$ cat src/rtl/general_register.sv
// general_register: datapath storage element with clear, load, inc/dec and
// one-bit shifts with serial fill. Used for PC, SP, IR, ACC, MAR and MDR.
module general_register #(
   parameter int unsigned DATA_WIDTH = 16
) (
   input  logic                  clk,
   input  logic                  rst_n,
   input  logic                  cl,
   input  logic                  ld,
   input  logic [DATA_WIDTH-1:0] in,
   input  logic                  inc,
   input  logic                  dec,
   input  logic                  sr,
   input  logic                  ir,
   input  logic                  sl,
   input  logic                  il,
   output logic [DATA_WIDTH-1:0] out
);

   logic [DATA_WIDTH-1:0] next_val;

   // Select the single highest-priority operation; lower ones are discarded.
   always_comb begin
      next_val = out;
      if (cl) begin
         next_val = '0;
      end else if (ld) begin
         next_val = in;
      end else if (inc) begin
         next_val = out + DATA_WIDTH'(1);
      end else if (dec) begin
         next_val = out - DATA_WIDTH'(1);
      end else if (sr) begin
         next_val = {ir, out[DATA_WIDTH-1:1]};
      end else if (sl) begin
         next_val = {out[DATA_WIDTH-2:0], il};
      end
   end

   // State flops drive the output directly; reset clears without a clock.
   always_ff @(posedge clk or negedge rst_n) begin
      if (!rst_n) begin
         out <= '0;
      end else begin
         out <= next_val;
      end
   end

endmodule

$ cat config.mk
export PLATFORM = sky130hd
export DESIGN_NAME = general_register
export DESIGN_NICKNAME = d
export VERILOG_FILES = /design/src/rtl/general_register.sv
export SDC_FILE = /design/constraint.sdc
export NUM_CORES = 1
export LEC_CHECK = 0
export CAP_MARGIN = 25
export CORE_MARGIN = 2
export CORE_UTILIZATION = 30
export CTS_CLUSTER_SIZE = 12
export DETAILED_ROUTE_END_ITERATION = 7
export GPL_ROUTABILITY_DRIVEN = 0
export GPL_TIMING_DRIVEN = 0
export SYNTH_ARGS = -nofsm -noshare
export SYNTH_HDL_FRONTEND = slang
export SYNTH_SLANG_ARGS = --single-unit
$ cat constraint.sdc
create_clock -name clk -period 2.3 [get_ports clk]
set_input_delay 0.69 -clock clk [delete_from_list [all_inputs] [get_ports clk]]
set_output_delay 0.69 -clock clk [all_outputs]
set_load 0.1 [all_outputs]
# Word-level counts from Yosys, hierarchy flattened
# Index checks and enable logic that the tools add are counted.
[word_totals]
regBits = 16
elab_cells = 10
[op_classes]
n_addsub = 2
n_mux = 6
n_reduce_logical = 1
[op_table]
columns = ["operator", "count"]
rows = [
  ["$mux W16", 6],
  ["$add A16 B1 Y16 const B", 1],
  ["$sub A16 B1 Y16 const B", 1],
  ["$reduce_bool A6 Y1", 1],
]

# Logic depth before layout (Yosys ltp)
[logic_depth]
ltp_word = 6
depth_mapped = 8
depth_no_buf = 7

# Worst setup path before layout
# Ideal clock, no wire load.
[synth_path]
path_kind = "reg2reg"
startpoint = "register out[0]"
endpoint = "register out[6]"
setup_ps = 67
arrival_time_ps = 2524
required_ps = 2233
setup_slack_ps = -291
path_stages_with_launch = 9
n_path_buf = 1
cell_sequence = "dfrtp_1 buf_2 inv_1 ha_1 nand2b_1 or4_1 a221o_2 a221oi_1 a221o_1"
[synth_between]
elab_chain_cells = 5
word_cells_on_any_way = 6
[synth_lines]
columns = ["item", "line", "text"]
rows = [
  ["start, declared", "17", "output logic [DATA_WIDTH-1:0] out"],
  ["start signal, assigned", "45", "out <= next_val;"],
  ["$sub A16 B1 Y16", "32", "next_val = out - DATA_WIDTH'(1);"],
  ["$mux W16", "31", "end else if (dec) begin"],
  ["$mux W16 *", "29", "end else if (inc) begin"],
  ["$mux W16 *", "27", "end else if (ld) begin"],
  ["$mux W16 *", "25", "if (cl) begin"],
]
# Every way passes the cells marked *; elsewhere a longest branch is shown, timed or not.
# A chain may end at the register's enable or synchronous reset.

# Final worst setup path
[layout_path]
startpoint = "register out[3]"
endpoint = "output out[3]"
# No word-level cell between the ends.

==> results.sh <==
export IMPL_num_rows=27
export IMPL_wl_per_cell_um=17.4
export IMPL_slowest_delay_ns=0.87
export IMPL_min_period_ns=2.24
export IMPL_power_per_cell_area_mw_per_mm2=486
export IMPL_synth_edf_count=0
export IMPL_dp_cells=340
export IMPL_hold_end="out[1]"
export IMPL_slowest_stage="dlygate4sd2_1"
export IMPL_worstPathCellList="dlygate4sd2_1"
export IMPL_yosys_area_top_type="dfrtp_1"
export IMPL_maxSlewHeadroom_pct=35.9
export IMPL_first_iter_violations=229
export IMPL_die_w_um=80.8
export IMPL_fin_cells=346
export IMPL_synth_commonest_cells="nand2_1, dfrtp_1, clkbuf_1"
export IMPL_layout_nets=303
export IMPL_cp_max_fo=6
export IMPL_p_sw_share_pct=46.7
export IMPL_synth_area_leaders="dfrtp_1, mux2i_1, xnor2_1, a221o_1, o21ai_0"
export IMPL_rr_startpoint="out[5]"
export IMPL_p_int_uw=634
export IMPL_drc=0
export IMPL_max_cap_viol_count=0
export IMPL_clock_fmax_mhz=446
export IMPL_path_buf_inv=1
export IMPL_hold_path_depth=2
export IMPL_hp_class="reg -> reg"
export IMPL_globalRouteOverflowTotal=0
export IMPL_grt_pass1_vias=1919
export IMPL_netlist_instances=229
export IMPL_core_area_mm2=0.00561
export IMPL_numPortBuffers=39
export IMPL_cts_tree="done"
export IMPL_leakage_uw=0.000954
export IMPL_die_h_um=80.8
export IMPL_combPwrFrac_pct=51.1
export IMPL_ir_drop_mv=0.210
export IMPL_yosysWarningCount=0
export IMPL_root_buffer="clkbuf_8"
export IMPL_critical_path_top_delay_family="buffers and inverters"
export IMPL_crit_path_start_kind="flip-flop"
export IMPL_regMostFlops="out"
export IMPL_track_usage_pct=19.5
export IMPL_critical_path_class="reg -> out"
export IMPL_synth_cell_types=47
export IMPL_reg2reg_slack_ns=0.08
export IMPL_async_reset_ff_share_pct=100
export IMPL_synth_top_area_share_pct=22.6
export IMPL_ys_seq_area_share_pct=22.6
export IMPL_power_frac_seq_pct=28.1
export IMPL_start_util_pct=31.5
export IMPL_syn_nets=257
export IMPL_n_fill_cell=600
export IMPL_drive_above_1_share_pct=23.7
export IMPL_hold_viol_final=0
export IMPL_wl_um=6030
export IMPL_synth_ff_type="dfrtp_1"
export IMPL_clkPwrFrac_pct=20.7
export IMPL_setup_violations=0
export IMPL_io_pins=42
export IMPL_power_switching_uw=555
export IMPL_top_regs="out x16"
export IMPL_viasPerCell=5.69
export IMPL_postCtsHoldBufs=0
export IMPL_syn_cell_area_mm2=0.00177
export IMPL_largest_register_ffs=16
export IMPL_fin_worst_skew_ns=0.00427
export IMPL_clock_path_buffers=2
export IMPL_cts_sink_count=16
export IMPL_cp_data_arrival_time_ns=1.55
export IMPL_worstHoldStart="out[1]"
export IMPL_antenna_found_initial=0
export IMPL_firstDrtPassIters=4
export IMPL_required_ns=1.61
export IMPL_cts_htree_levels=1
export IMPL_r2r_cells=6
export IMPL_crit_path_start="out[3]"
export IMPL_clkTransAtPathRegs_ns=0.08
export IMPL_grt_start_max_net_pins=17
export IMPL_area_delta_synth_final_pct=38.1
export IMPL_syn_avg_cell_area_um2=7.73
export IMPL_status="finished clean"
export IMPL_worst_pin_slew_ns=0.965
export IMPL_endpoint_kind="primary output"
export IMPL_grt_pass1_wl_um=9810
export IMPL_vias=1970
export IMPL_r2r_end="out[9]"
export IMPL_clock_latency_ns=0.26
export IMPL_slew_violations=0
export IMPL_diodes=0
export IMPL_period_share_pct=97.4
export IMPL_die_area_mm2=0.00653
export IMPL_cts_buffers=3
export IMPL_fin_hold_ws_ns=0.638
export IMPL_synth_seq_cells=16
export IMPL_dp_hpwl_um=4210
export IMPL_yosysMostFrequentCell="nand2_1"
export IMPL_ant_nets=0
-- metrics by stage --
step	area (µm²)	worst slack (ns)	TNS, ns	utilization [%]	total power [µW]
2_1_floorplan	1810	-0.00553	-0.00553	-	763
3_3_place_gp	2290	-0.752	-10.11	40.8	927
3_5_place_dp	2290	-0.754	-10.18	40.8	930
4_1_cts	2370	0.000324	0	42.3	1170
5_1_grt	2440	-0.000423	-0.000423	43.6	1250
6_report	2440	0.0603	0	43.6	1190
-- cells by family after synthesis --
kind of cell               synth area share [%]
AOI/OAI and AO/OA                          29.3
xor gates and xnor gates                   7.43
adders and majority gates                  1.41
buffers and inverters                      8.49
DFF                                        22.6
muxes                                      6.44
and+or+nand+nor                            24.3
-- per-layer routing --
layer | part of all wire [%] | global-route usage [%] | routed length [µm] | vias up
li1 | - | - | - | 967
met1 | 47 | 28.7 | 2850 | 906
met2 | 44 | 29.6 | 2670 | 90
met3 | 7.3 | 2.44 | 439 | 7
met4 | 1.2 | 6.10 | 71 | 0
met5 | 0 | 0 | 0 | -
-- what timing repair did --
| item | 4_1_cts | 5_1_grt |
|---|---|---|
| gates resized for setup | 34 | 28 |
| pin swaps | 2 | 1 |
| setup endpoints to repair | 32 | 18 |
| buffers inserted | 2 | 0 |
-- layout by cell type, fill, tap and decap left out, types with 3 or more instances in the layout --
cell,netlist,layout
inv_1,10,10
a22oi_1,4,4
clkbuf_8,0,3
o21ai_1,1,4
dlygate4sd2_1,0,13
nor2b_1,4,4
nand2_1,17,15
a211oi_1,5,5
nand3_1,9,9
nor4_2,0,6
a221oi_1,6,4
buf_2,9,6
xnor2_1,9,9
dfrtp_2,0,8
mux2_2,3,3
o21ai_0,14,11
a221o_1,7,7
nor2_1,10,9
buf_6,1,3
xor2_1,6,6
or4_4,1,3
clkdlybuf4s50_1,0,21
a31o_2,3,3
mux2i_1,8,8
clkbuf_2,0,7
nor3_1,9,8
nor3b_1,4,3
clkbuf_1,15,10
nand4_1,6,6
a21oi_1,9,9
o31ai_1,4,3
dfrtp_1,16,5
dfrtp_4,0,3
o221ai_1,3,3
-- area by class of cell --
| type | count | area (µm²) | area share, % |
|---|---|---|---|
| multi-input cells | 178 | 1330 | 54.3 |
| flip-flops and latches | 16 | 422 | 17.3 |
| repair buffers | 41 | 385 | 15.8 |
| plain buffers | 25 | 138 | 5.63 |
| well taps | 72 | 90.1 | 3.69 |
| clock buffers | 4 | 45.0 | 1.84 |
| inverters | 10 | 37.5 | 1.54 |
-- power groups by stage --
stage | clock (µW) | combinational, µW | sequential [µW]
finish | 246 | 608 | 335
floorplan | 0 | 260 | 503
global route | 261 | 651 | 338
detailed placement | 0 | 590 | 340
CTS | 250 | 588 | 333
global placement | 0 | 588 | 339
-- how the worst max path moves through the flow --
stage | endpoint | slack [ns] | cells after the start
global route | out[15] | -0.0004 | 6
finish | out[3] | 0.06 | 1
floorplan | out[15] | -0.006 | 6
CTS | out[5] | 0.0003 | 7
global placement | out[13] | -0.75 | 6
detailed placement | out[13] | -0.75 | 6
(Power assumes the default switching activity.)
